==> src/rtl/clock_pkg.sv <==
// Shared clock definitions: BCD time word layout, field limits and helpers
// used by the time keeper, alarm and display logic.
package clock_pkg;

  localparam int unsigned HOUR_T_LSB = 18;
  localparam int unsigned HOUR_U_LSB = 14;
  localparam int unsigned MIN_T_LSB  = 11;
  localparam int unsigned MIN_U_LSB  = 7;
  localparam int unsigned SEC_T_LSB  = 4;
  localparam int unsigned SEC_U_LSB  = 0;

  localparam int unsigned HOUR_MAX = 23;
  localparam int unsigned MIN_MAX  = 59;
  localparam int unsigned SEC_MAX  = 59;

  typedef struct packed {
    logic [1:0] hour_t;
    logic [3:0] hour_u;
    logic [2:0] min_t;
    logic [3:0] min_u;
    logic [2:0] sec_t;
    logic [3:0] sec_u;
  } time_t;

  function automatic int unsigned bcd_value(input logic [3:0] tens, input logic [3:0] units);
    return 32'(tens) * 10 + 32'(units);
  endfunction

endpackage

==> src/rtl/time_keeper_if.sv <==
// Edit/time bundle between the time keeper and its user (buttons, display).
interface time_keeper_if import clock_pkg::*; ();
  logic [1:0] edit_btns;
  time_t      current_time;
  logic       second_tick;

  modport master (output edit_btns, input current_time, input second_tick);
  modport slave  (input edit_btns, output current_time, output second_tick);
endinterface

==> src/rtl/tick_gen.sv <==
// Prescaler: counts 0..CLK_FREQ-1 and flags the last count; restart forces 0.
module tick_gen #(
  parameter int unsigned CLK_FREQ = 100_000_000
) (
  input  logic clk,
  input  logic reset,
  input  logic restart,
  output logic tick
);

  localparam int unsigned CW = (CLK_FREQ > 2) ? $clog2(CLK_FREQ) : 1;

  logic [CW-1:0] count_q, count_d;

  assign tick = (count_q == CW'(CLK_FREQ - 1));

  always_comb begin
    count_d = count_q + CW'(1);
    if (restart || tick) count_d = '0;
  end

  always_ff @(posedge clk or negedge reset) begin
    if (!reset) count_q <= '0;
    else        count_q <= count_d;
  end

endmodule

==> src/rtl/time_keeper.sv <==
// 24-hour BCD clock: advances once per prescaler tick, with minute/hour edit
// pulses that take priority over (and discard) a coincident tick.
module time_keeper import clock_pkg::*; #(
  parameter int unsigned CLK_FREQ = 100_000_000
) (
  input  logic clk,
  input  logic reset,
  time_keeper_if.slave tk
);

  logic  tick;
  logic  restart;
  time_t time_q, time_d;
  logic  second_tick_q, second_tick_d;

  assign restart = |tk.edit_btns;

  tick_gen #(.CLK_FREQ(CLK_FREQ)) u_tick_gen (
    .clk     (clk),
    .reset   (reset),
    .restart (restart),
    .tick    (tick)
  );

  function automatic time_t inc_min(input time_t t);
    time_t r = t;
    if (bcd_value({1'b0, t.min_t}, t.min_u) == MIN_MAX) begin
      r.min_t = '0;
      r.min_u = '0;
    end else if (t.min_u == 4'd9) begin
      r.min_t = t.min_t + 3'd1;
      r.min_u = '0;
    end else begin
      r.min_u = t.min_u + 4'd1;
    end
    return r;
  endfunction

  function automatic time_t inc_hour(input time_t t);
    time_t r = t;
    if (bcd_value({2'b00, t.hour_t}, t.hour_u) == HOUR_MAX) begin
      r.hour_t = '0;
      r.hour_u = '0;
    end else if (t.hour_u == 4'd9) begin
      r.hour_t = t.hour_t + 2'd1;
      r.hour_u = '0;
    end else begin
      r.hour_u = t.hour_u + 4'd1;
    end
    return r;
  endfunction

  // Whole next time word is built here, so every carry lands in one edge.
  always_comb begin
    time_d        = time_q;
    second_tick_d = 1'b0;
    if (restart) begin
      if (tk.edit_btns[0]) begin
        time_d       = inc_min(time_d);
        time_d.sec_t = '0;
        time_d.sec_u = '0;
      end
      if (tk.edit_btns[1]) time_d = inc_hour(time_d);
    end else if (tick) begin
      second_tick_d = 1'b1;
      if (bcd_value({1'b0, time_q.sec_t}, time_q.sec_u) == SEC_MAX) begin
        time_d.sec_t = '0;
        time_d.sec_u = '0;
        if (bcd_value({1'b0, time_q.min_t}, time_q.min_u) == MIN_MAX)
          time_d = inc_hour(time_d);
        time_d = inc_min(time_d);
      end else if (time_q.sec_u == 4'd9) begin
        time_d.sec_t = time_q.sec_t + 3'd1;
        time_d.sec_u = '0;
      end else begin
        time_d.sec_u = time_q.sec_u + 4'd1;
      end
    end
  end

  always_ff @(posedge clk or negedge reset) begin
    if (!reset) begin
      time_q        <= '0;
      second_tick_q <= 1'b0;
    end else begin
      time_q        <= time_d;
      second_tick_q <= second_tick_d;
    end
  end

  assign tk.current_time = time_q;
  assign tk.second_tick  = second_tick_q;

endmodule

==> src/flat_wrapper.sv <==
// flat-port wrapper written by rule: the top's interface ports become plain ports
module time_keeper_flat import clock_pkg::*;
#(
  parameter int unsigned CLK_FREQ = 100_000_000
)
  (clk, reset, tk_edit_btns, tk_current_time, tk_second_tick);
  time_keeper_if tk_i ();
  input  logic clk;
  input  logic reset;
  input wire logic [$bits(tk_i.edit_btns)-1:0] tk_edit_btns;
  output wire logic [$bits(tk_i.current_time)-1:0] tk_current_time;
  output wire logic [$bits(tk_i.second_tick)-1:0] tk_second_tick;
  assign tk_i.edit_btns = tk_edit_btns;
  assign tk_current_time = tk_i.current_time;
  assign tk_second_tick = tk_i.second_tick;
  time_keeper #(.CLK_FREQ(CLK_FREQ)) u_core (.clk(clk), .reset(reset), .tk(tk_i));
endmodule
==> config.mk <==
export PLATFORM = sky130hd
export DESIGN_NAME = time_keeper_flat
export DESIGN_NICKNAME = d
export VERILOG_FILES = /design/src/rtl/clock_pkg.sv /design/src/rtl/time_keeper_if.sv /design/src/rtl/tick_gen.sv /design/src/rtl/time_keeper.sv /design/src/flat_wrapper.sv
export SDC_FILE = /design/constraint.sdc
export NUM_CORES = 1
export LEC_CHECK = 0
export CORE_ASPECT_RATIO = 1.1
export CORE_MARGIN = 3
export CORE_UTILIZATION = 58
export CTS_CLUSTER_DIAMETER = 80
export DETAILED_ROUTE_END_ITERATION = 16
export HOLD_SLACK_MARGIN = 0.1
export PLACE_DENSITY = 0.8
export SLEW_MARGIN = 20
export SYNTH_ARGS = -nofsm -noshare
export SYNTH_HDL_FRONTEND = slang
export SYNTH_HIERARCHICAL = 1
export SYNTH_SLANG_ARGS = --single-unit
export TNS_END_PERCENT = 100
==> constraint.sdc <==
create_clock -name clk -period 3.1 [get_ports clk]
set_input_delay 0.62 -clock clk [delete_from_list [all_inputs] [get_ports clk]]
set_output_delay 0.62 -clock clk [all_outputs]
set_load 0.01 [all_outputs]
### Yosys cells after proc, flatten, opt, wreduce, memory -nomap -nowiden

Index checks and enable logic that the tools add are counted.
Widths: inputs -> output; s select.

* input bits: 4
* logic and storage cells: 79
* register bits: 48
* output and inout bits: 21

* reduce and logical (&&, ||, !) cells: 11
* add/sub/neg operators: 16
* $mul: 5
* muxes and demuxes: 28
* eq/ne operators: 11

Operators with widths (count)
* $mux 20: 8
* $eq 32x6->1 const B: 3
* $eq 32x5->1 const B: 2
* $add 27x1->27 const B: 1
* $eq 27x27->1 const B: 1
* $mux 27: 1
* $add 7x4->8: 3
* $mux 7: 3
* $add 4x1->4 const B: 5
* $eq 4x4->1 const B: 5
* $mux 4: 5
* $mul 3x3->6 const B: 3
* $add 6x4->7: 2
* $mux 14: 1
* $mux 13: 1
* $mux 6: 2
* $mul 2x3->5 const B: 2
* $add 3x1->3 const B: 3
* $mux 3: 3
* $reduce_bool 2->1: 3
* $reduce_bool 3->1: 2
* $add 2x1->2 const B: 2
* $mux 2: 2
* $reduce_and 2->1: 2
* 5 further kinds: 6

### Longest topological paths before layout

* depth in word-level cells: 15
* gate-level depth with buffers: 11
* mapped depth without buffers: 10

### By module

Netlist, hierarchy kept.

By module, submodules not included
* time_keeper: sequential area each 525.5 um^2, cells an instance 171, times used 1, area each 1630.3 um^2
* tick_gen: sequential area each 675.6 um^2, cells an instance 151, times used 1, area each 1417.6 um^2

### Worst setup path before layout

Ideal clock, no wire load.

* path kind: register -> register
* start point: register u_core.time_q (netlist bit u_core/tk.current_time[4])
* end point: register u_core.time_q (netlist bit u_core/tk.current_time[17])
* required time: 3.031 ns
* library setup time: 0.069 ns
* setup slack: 0.537 ns
* clock period less this slack: 2.563 ns
* path buffers: 0
* arrival time: 2.494 ns
* stages on the path, launching flop included: 10
* path through: dfrtp_1 > ha_1 > inv_1 > fa_1 > xor2_1 > nor4_4 > nor3b_2 > a41oi_4 > or4_1 > nand3_1

* cells in the longest elaborated chain, start to end: 5

Ends and longest elaborated chain
* from (decl): RTL line time_keeper.sv:13 `time_t time_q, time_d;`
* from (signal assigned): RTL line time_keeper.sv:86 `time_q <= time_d;`
* $mul 3x3->6: RTL line clock_pkg.sv:26 `return 32'(tens) * 10 + 32'(units);`
* $add 7x4->8: RTL line clock_pkg.sv:26
* $eq 32x6->1: RTL line time_keeper.sv:66 `if (bcd_value({1'b0, time_q.sec_t}, time_q.sec_u) == SEC_MAX) begin`
* $reduce_bool 2->1 (no source line)
* $reduce_and 3->1 (no source line)

Every way passes these cells.
A chain may end at the register's enable or synchronous reset.

### Worst setup path in the final report

* start point: register u_core.time_q (netlist bit u_core/tk.current_time[4])
* end point: register u_core.time_q (netlist bit u_core/tk.current_time[16])

Same word-level chain as after synthesis.

==> metrics.md <==
| Metric | Value |
|---|---|
| Status | finished clean |
| Tot GR Track Use | 22.75% |
| Worst R2R Path Depth | 8 |
| Asr flop ratio synth | 100.0% |
| Largest net degree at the start of global routing | 27 |
| Final setup margin | 0.4045 ns |
| Clk slew on worst S/H paths | 0.09 ns |
| YS warnings | 6 |
| Total CTS buffers | 5 |
| Slew @ Worst Pin | 0.7186 ns |
| Mapped Cells | 322 |
| Global-route wire length before repair | 10.94 mm |
| Effective utilization at floorplan | 60.55% |
| Crit-path cells | ha_1, ha_1, xor2_1, nor4_4, nor3b_2, a41oi_4, or2_4, o41ai_2 |
| Placed cell count | 397 |
| Synth-to-layout area growth | 12.85% |
| Fmax | 371.0 MHz |
| Chip width | 75.12 um |
| Fin. Hold Viols | 0 |
| Initial antenna violation count | 0 |
| Yosys reg bits | 48 |
| Hold crit path type | in2async |
| Slew margin rel. | 51.46% |
| Tcrit/Tclk final | 86.95% |
| Die area | 6162 sq um |
| Worst stage delay on the critical path | 0.44 ns |
| Max Slew Vio Count | 0 |
| Setup total negative slack | 0 ns |
| Power Dens Cells | 585.9 nW/um^2 |
| DR vias | 2,478 |
| RSZ-0062 raised after global routing | no |
| Sequential share of the synthesized area | 39.41% |
| Final instance area | 3440 sq um |
| Port bufs | 24 |
| Crit path DAT | 2.90 ns |
| Min Clock Period, post-route | 2.695 ns |
| Initial DRC count | 133 |
| Register area | 1201 sq um |
| Total congestion overflow | 0 |
| FILL cells | 398 |
| Worst hold slack | 0.3019 ns |
| Critical path class | reg2reg |
| Netlist Area Pre-Place | 3048 sq um |
| Height of the chip | 82.03 um |
| Htree depth | 2 |
| Clk Latency, worst-skew pair | 0.31 ns |
| CP dominant cell by count | ha_1 |
| Syn_area_per_cell | 9.466 sq um |
| Most frequent cells in the layout | 48 x dfrtp_1, 27 x nand2_1, 24 x ha_1 |
| # DRC | 0 |
| CTS Root Cell | clkbuf_8 |
| Leakage | 1.454 nW |
| Core area | 5034 sq um |
| Placed cell area | 3332 sq um |
| Worst r2r dst | u_core/tk.current_time[16]$_DFFE_PN0P_ |
| Flop-to-flop setup slack | 0.40 ns |
| Commonest non-fill, non-tap cell in the layout | dfrtp_1 |
| Total wire length | 6.173 mm |
| CTS tree | done |
| CP Capture Type | register |
| CP max stage cell | dfrtp_1 |
| Antenna fix cells | 0 |
| Synthesized Nets | 353 |
| Buffer count from post-CTS setup fixing | 0 |
| Post-synth EDFFs | 0 |
| Total of max-cap violations | 0 |
| Final clock skew | 0.01167 ns |
| Multi-input gate area | 1737 sq um |
| Hold-fix buffers at CTS | 0 |
| Critical R2R Launch | u_core/tk.current_time[4]$_DFFE_PN0P_ |
| Clock sinks | 48 |
| Row cnt | 27 |
| Clk buf depth | 2 |
| Post-CTS sizing | 0 |
| Final Wtd Congestion | 0.8201 |
| Layout Cells excl Fill | 405 |
| Dpl ws | 0.4048 ns |
| Final #Nets | 377 |
| I/O pin total | 25 |
| Vias in the first global route | 2,402 |
| Critical Path Source Type | register |
| Netlist cell types | 58 |
| Critical Path RT | 3.30 ns |
| Endpoints failing setup | 0 |
| Pre-Repair DR Iteration Count | 4 |
| Layout cells sized above 1 | 8.357% |
| Worst-path maximum fanout | 10 |
| Dominant synthesized flop cell | dfrtp_1 |
| DRT antenna net count | 0 |
| Routed len/inst | 15.24 um |
| Detailed-route vias per instance | 6.119 |
| VDD IR max | 0.0004937 V |
| HPWL after DPL | 4.643 mm |
-- power breakdown --
part,internal (mW),total (mW),switching (mW),leakage [nW]
logic,0.371,0.721,0.351,0.752
registers,0.705,0.845,0.140,0.647
clock network,0.240,0.449,0.209,0.0552
-- metrics by stage --
stage	util [%]	power, mW
after global routing	68.33	2.174
after detailed placement	66.19	1.586
after CTS	68.33	2.037
after floorplan	-	1.281
after global placement	66.19	1.544
final	68.33	2.015
-- worst max-delay path: cells and delay by family, from the launching register on --
family                     cells  cell delay (ns)
DFF                            1             0.44
xor gates and xnor gates       1             0.18
AOI/OAI and AO/OA              2             0.41
adders and majority gates      2             0.64
and+or+nand+nor                3             0.92
-- logic make-up (layout without fill, tap and decap cells) --
| logic type | Yosys count | after routing | share of synthesized area (%) |
|---|---|---|---|
| flip-flops | 48 | 48 | 39.41 |
| AND/OR/NAND/NOR | 134 | 134 | 25.00 |
| buffers and inverters | 28 | 53 | 3.613 |
| AO/OA/AOI/OAI | 69 | 69 | 15.48 |
| XOR/XNOR | 15 | 15 | 4.310 |
| adder cells (fa/ha/maj) | 27 | 27 | 11.82 |
| multiplexers | 1 | 1 | 0.3694 |
-- worst max-delay path by stage --
stage                                                      from                                     end
after floorplan           u_core/tk.current_time[4]$_DFFE_PN0P_  u_core/tk.current_time[17]$_DFFE_PN0P_
after CTS                 u_core/tk.current_time[4]$_DFFE_PN0P_  u_core/tk.current_time[16]$_DFFE_PN0P_
after global placement    u_core/tk.current_time[1]$_DFFE_PN0P_  u_core/tk.current_time[16]$_DFFE_PN0P_
final                     u_core/tk.current_time[4]$_DFFE_PN0P_  u_core/tk.current_time[16]$_DFFE_PN0P_
after detailed placement  u_core/tk.current_time[4]$_DFFE_PN0P_  u_core/tk.current_time[19]$_DFFE_PN0P_
after global routing      u_core/tk.current_time[1]$_DFFE_PN0P_  u_core/tk.current_time[16]$_DFFE_PN0P_
-- cells in the mapped netlist (all sizes together), types with 2 or more instances --
cell / count / share of area, %
dfrtp: 48 / 39
nand2: 27 / 3.3
ha: 24 / 9.9
nor2: 23 / 2.8
a21oi: 21 / 3.4
nand3: 20 / 3.4
o21ai: 20 / 3.3
inv: 19 / 2.3
o31ai: 12 / 3.4
nand4: 11 / 2.8
xor2: 9 / 2.6
or3: 8 / 1.6
or4: 8 / 2.1
and3: 7 / 1.5
nor3: 7 / 1.3
xnor2: 6 / 1.7
clkbuf: 5 / 0.62
or2: 5 / 1.1
buf: 4 / 0.66
nor4: 4 / 1.3
fa: 3 / 2.0
nor2b: 3 / 0.62
a21o: 2 / 0.49
a41oi: 2 / 1.2
and4: 2 / 0.57
nor3b: 2 / 0.66
-- final cells by class --
class | instances | area share, %
clock buffer | 6 | 2.110
clock inverter | 2 | 1.019
inverter | 19 | 2.073
multi-input combinational | 246 | 50.49
sequential | 48 | 34.92
tap | 58 | 2.110
timing repair buffer | 26 | 7.275
-- state kept, by name, summed over array words and instances, names as in the netlist --
register,count
u_core/tk.current_time,20
u_core/tk.second_tick,1
u_core/u_tick_gen/count_q,27
-- per-layer routing --
layer / track usage (%) / vias up / routed length [um]
met3: 4.162 / 8 / 229
met2: 36.67 / 53 / 2988
li1: - / 1224 / -
met4: 7.117 / 0 / 91
met5: 0 / - / 0
met1: 30.83 / 1193 / 2864
(Power assumes the default switching activity.)
